==> src/rtl/apb_mst.sv <==
// APB initiator: accepts one request at a time and runs one SETUP/ACCESS transfer.
// Optional ACCESS timeout abort is compiled in with `define APB_MST_TIMEOUT_EN.
package types_amba_pkg;
  typedef struct packed {
    logic [31:0] paddr;
    logic        pwrite;
    logic [31:0] pwdata;
    logic [3:0]  pstrb;
    logic [2:0]  pprot;
    logic        psel;
    logic        penable;
  } apb_in_type;

  typedef struct packed {
    logic [31:0] prdata;
    logic        pready;
    logic        pslverr;
  } apb_out_type;
endpackage

module apb_mst #(
  parameter logic [15:0] timeout = 16'd1023
) (
  input  logic                       i_clk,
  input  logic                       i_pwrreset,
  input  logic                       i_req_valid,
  output logic                       o_req_ready,
  input  logic [31:0]                i_req_addr,
  input  logic                       i_req_write,
  input  logic [31:0]                i_req_wdata,
  input  logic [3:0]                 i_req_wstrb,
  output logic                       o_resp_valid,
  output logic [31:0]                o_resp_rdata,
  output logic                       o_resp_err,
  output types_amba_pkg::apb_in_type o_apbi,
  input  types_amba_pkg::apb_out_type i_apbo,
  output logic                       o_busy
);

  typedef enum logic [1:0] {IDLE, SETUP, ACCESS, RESP} state_t;

  state_t      state, state_nxt;
  logic        timeout_hit;
  logic [31:0] paddr_r, pwdata_r;
  logic [3:0]  pstrb_r;
  logic        pwrite_r, psel_r, penable_r, resp_valid_r;
  logic [31:0] resp_rdata_r;
  logic        resp_err_r;

`ifdef APB_MST_TIMEOUT_EN
  logic [15:0] tmo_cnt;

  // Counter restarts in SETUP so it reads zero on the first ACCESS cycle.
  always_ff @(posedge i_clk or posedge i_pwrreset) begin
    if (i_pwrreset)
      tmo_cnt <= 16'd0;
    else if (state == SETUP)
      tmo_cnt <= 16'd0;
    else if (state == ACCESS && !i_apbo.pready)
      tmo_cnt <= tmo_cnt + 16'd1;
  end

  assign timeout_hit = (state == ACCESS) && !i_apbo.pready &&
                       (tmo_cnt == timeout - 16'd1);
`else
  logic unused_timeout;
  assign unused_timeout = ^timeout;
  assign timeout_hit    = 1'b0;
`endif

  always_ff @(posedge i_clk or posedge i_pwrreset) begin
    if (i_pwrreset) state <= IDLE;
    else            state <= state_nxt;
  end

  always_comb begin
    state_nxt = state;
    case (state)
      IDLE:    if (i_req_valid) state_nxt = SETUP;
      SETUP:   state_nxt = ACCESS;
      ACCESS:  if (i_apbo.pready || timeout_hit) state_nxt = RESP;
      RESP:    state_nxt = IDLE;
      default: state_nxt = IDLE;
    endcase
  end

  // Bus and response outputs are registered from the next state so they align with it.
  always_ff @(posedge i_clk or posedge i_pwrreset) begin
    if (i_pwrreset) begin
      psel_r       <= 1'b0;
      penable_r    <= 1'b0;
      paddr_r      <= 32'd0;
      pwdata_r     <= 32'd0;
      pstrb_r      <= 4'd0;
      pwrite_r     <= 1'b0;
      resp_valid_r <= 1'b0;
      resp_rdata_r <= 32'd0;
      resp_err_r   <= 1'b0;
    end else begin
      psel_r       <= (state_nxt == SETUP) || (state_nxt == ACCESS);
      penable_r    <= (state_nxt == ACCESS);
      resp_valid_r <= (state_nxt == RESP);
      if (state == IDLE && i_req_valid) begin
        paddr_r  <= {i_req_addr[31:2], 2'b00};
        pwrite_r <= i_req_write;
        pwdata_r <= i_req_wdata;
        pstrb_r  <= i_req_write ? i_req_wstrb : 4'h0;
      end
      if (state == ACCESS) begin
        if (i_apbo.pready) begin
          resp_rdata_r <= pwrite_r ? 32'd0 : i_apbo.prdata;
          resp_err_r   <= i_apbo.pslverr;
        end else if (timeout_hit) begin
          resp_rdata_r <= 32'hFFFF_FFFF;
          resp_err_r   <= 1'b1;
        end
      end
    end
  end

  always_comb begin
    o_apbi         = '0;
    o_apbi.paddr   = paddr_r;
    o_apbi.pwrite  = pwrite_r;
    o_apbi.pwdata  = pwdata_r;
    o_apbi.pstrb   = pstrb_r;
    o_apbi.pprot   = 3'b000;
    o_apbi.psel    = psel_r;
    o_apbi.penable = penable_r;
    o_req_ready    = (state == IDLE);
    o_busy         = (state != IDLE);
    o_resp_valid   = resp_valid_r;
    o_resp_rdata   = resp_rdata_r;
    o_resp_err     = resp_err_r;
  end

endmodule

==> config.mk <==
export PLATFORM = sky130hd
export DESIGN_NAME = apb_mst
export DESIGN_NICKNAME = d
export VERILOG_FILES = /design/src/rtl/apb_mst.sv
export SDC_FILE = /design/constraint.sdc
export NUM_CORES = 1
export LEC_CHECK = 0
export ABC_CLOCK_PERIOD_IN_PS = 6250
export CAP_MARGIN = 5
export CORE_ASPECT_RATIO = 0.6
export CORE_MARGIN = 2
export CORE_UTILIZATION = 45
export CTS_CLUSTER_SIZE = 30
export DETAILED_ROUTE_END_ITERATION = 8
export DONT_BUFFER_PORTS = 1
export GPL_TIMING_DRIVEN = 0
export SLEW_MARGIN = 5
export SYNTH_ARGS = -nofsm -noshare
export SYNTH_HDL_FRONTEND = slang
export SYNTH_SLANG_ARGS = --single-unit
==> constraint.sdc <==
create_clock -name i_clk -period 6.25 [get_ports i_clk]
set_input_delay 1.875 -clock i_clk [delete_from_list [all_inputs] [get_ports i_clk]]
set_output_delay 1.875 -clock i_clk [all_outputs]
set_load 0.005 [all_outputs]
==> results.txt <==
Critical Path End Type: output port
Layout area overhead: 11.36%
Post-Synthesis Cells: 279
status: finished, final reports clean
Root Buffer: clkbuf_16
Compound-Gate Fraction of Synth Area: 1.269%
nets@finish: 404
Detailed Place HPWL: 6.365 mm
xor-xnor portion of the synthesized cell area: 0%
Peak VDD IR: 0.2524 mV
total track usage: 16.15%
input/output buffers: 0
mux cell area share after synthesis: 27.16%
Critical Path Source Type: register
cts repair resizes: 0
Int Power: 1766 µW
DRC viols: 0
drt pass-1 iters: 4
first-pass GRT wire length: 12.54 mm
Die X: 130.8 µm
P per Cell Area: 524.7 mW/mm²
number of global-route vias before repair: 2333
# diodes: 0
Site Rows: 27
Mean Syn Cell Area: 15.55 µm²
Pleak: 0.002317 µW
clock share of power: 20.7%
Core ar.: 0.009256 mm²
Max clock buf depth: 2
CTS buffer count: 9
met3 usage: 8.794%
Post-CTS Setup Bufs: 0
register area share after synthesis: 60.55%
Die ar.: 0.01047 mm²
cell area after layout: 0.004832 mm²
r2r setup slk: 4.48 ns
Reg power frac: 50.5%
Worst Hold End: pstrb_r[0]$_DFFE_PP0P_
synth warn: 0
synthesized cell area: 0.004339 mm²
max_slew headroom: 55.65%
met1 Resource Use GR: 18.23%
H-tree depth: 3
Final Skew: 0.008120 ns
Detailed Route Iter0 Violations: 62
# placed instances: 414
min cycle time layout: 3.190 ns
total number of vias: 2196
Worst Max-Slew Pin Slew: 0.6653 ns
hold path depth: 1
Post-Synth Simple-Gate Area: 6.171%
adder-cell area share of the yosys netlist: 0.8651%
Net Switching: 769.3 µW
period utilisation layout: 51.04%
Sink Count: 105
Sw Ratio: 30.34%
Slew Viols, Final: 0
RR Endpoint: pwdata_r[10]$_DFFE_PP0P_
Initial Util: 46.88%
Final GP Congestion: 0.7259
fmax: 313.5 MHz
Clk Latency, worst-skew pair: 0.33 ns
Seq cells post-synth: 105
WL per Instance: 19.56 µm
io pins: 216
unrepaired setup endpoints after global routing: no
Final setup viols: 0
TNS Setup: 0 ns
Crit path arrival time: 1.32 ns
CP required: 4.38 ns
power share of the combinational group: 28.8%
gr ovfl total: 0
share of layout cells above drive strength 1: 43.33%
R2R depth: 6
initial antenna violation count: 0
worst r2r src: state[0]$_DFF_PP0_
TritonCTS clock tree: done
Finished Core Util: 52.20%
Finished Layout Cells: 430
M2 GR Usage: 26.41%
global route hottest layer: met2
antenna viol nets, final: 0
hold crit path type: reg -> reg
crit-path max FO: 8
Setup CP Type: reg -> out
Die Height: 80.07 µm
Yosys cell types: 19
sequential cell area: 0.002628 mm²
CTS clock-pin slew for the worst setup and hold paths: 0.06 ns
Via density: 5.107
max cap viols: 0
drt total wl: 8.410 mm
hold-fix buffers at CTS: 0
Multi-input gate area: 0.001558 mm²
largest net degree at the start of global routing: 55
final hold vios: 0
largest family of logic cells by synthesized area: multiplexers
placed instance area: 0.004547 mm²
hold path start: pstrb_r[0]$_DFFE_PP0P_
fillers: 837
[stage by stage]
step	power, µW	setup WS (ns)	hold WS (ns)
floorplan	1839	1.614	0.4734
global placement	2000	0.5360	0.5176
detailed placement	2039	3.376	0.5198
CTS	2575	3.013	0.5343
global route	2711	2.920	0.5536
finish	2535	3.060	0.5323
[registers in the layout, summed over array words and instances, names as in the netlist]
name	count
paddr_r	30
pstrb_r	4
o_resp_err	1
state	2
psel_r	1
o_resp_rdata	32
pwrite_r	1
o_resp_valid	1
pwdata_r	32
penable_r	1
[worst max-delay path by stage]
stage                       start                       to  slack (ns)  cells past startpoint
4_1_cts        state[0]$_DFF_PP0_                   o_busy        3.01                      3
3_5_place_dp   state[0]$_DFF_PP0_                   o_busy        3.38                      3
5_1_grt        state[0]$_DFF_PP0_                   o_busy        2.92                      3
2_1_floorplan          i_pwrreset   o_resp_err$_DFFE_PP0P_        1.61                      1
3_3_place_gp           i_pwrreset  paddr_r[12]$_DFFE_PP0P_        0.54                      1
6_report       state[0]$_DFF_PP0_                   o_busy        3.06                      3
[power groups by stage]
| stage | combinational [µW] | sequential, µW | clock, µW |
|---|---|---|---|
| after detailed placement | 749 | 1290 | 0 |
| after global placement | 711 | 1290 | 0 |
| after CTS | 747 | 1290 | 542 |
| final | 731 | 1280 | 524 |
| after floorplan | 638 | 1200 | 0 |
| after global routing | 810 | 1320 | 577 |
[worst max-delay path, stage by stage (launching register included)]
cell and delay [ns]:
dfrtp_1 0.39, inv_1 0.08, ha_1 0.34, inv_1 0.18
[cell usage after synthesis]
library cell	n	area (µm²)
a21oi_1	1	5.000
clkbuf_1	3	11.26
conb_1	1	3.750
buf_6	4	45.04
nand2_1	2	7.510
buf_4	8	60.06
o21ai_0	1	5.000
and2b_1	14	105.1
mux2_2	70	788.3
nor3b_1	1	7.510
nor2b_1	18	112.6
buf_2	6	30.03
mux2_4	26	390.4
a21o_1	5	37.54
and4_1	4	35.03
ha_1	3	37.54
dfrtp_1	105	2628
inv_1	6	22.52
a211oi_1	1	7.510
[cells in the final DEF (no fill, tap or decap), types with 6 or more instances in the layout]
cell type / instances
mux2_2: 70
mux2_4: 26
nor2b_1: 18
buf_4: 8
buf_2: 6
clkbuf_16: 9
dfrtp_1: 105
and2b_1: 14
[final cells by class]
class,count,area share (%)
sequential,105,54.38
inverter,6,0.5179
clock buffer,13,5.386
tap,130,3.366
buffer,21,3.030
clock inverter,3,0.5179
multi-input combinational,151,32.24
timing repair buffer,1,0.5697
[cell families (layout without fill, tap and decap cells)]
logic type | Yosys count | after routing
other cells | 1 | 5
buf+inv | 27 | 44
compound gates | 8 | 8
fa+ha+maj | 3 | 3
mux | 96 | 96
simple gates | 39 | 39
flops | 105 | 105
[layer usage]
layer	routed length [µm]	share of wire (%)	vias up
li1	-	-	971
met1	3212	38	1093
met2	4020	48	119
met3	1033	12	13
met4	144	1.7	0
met5	0	0	-
Note: power is estimated with default switching activity, not from simulation.
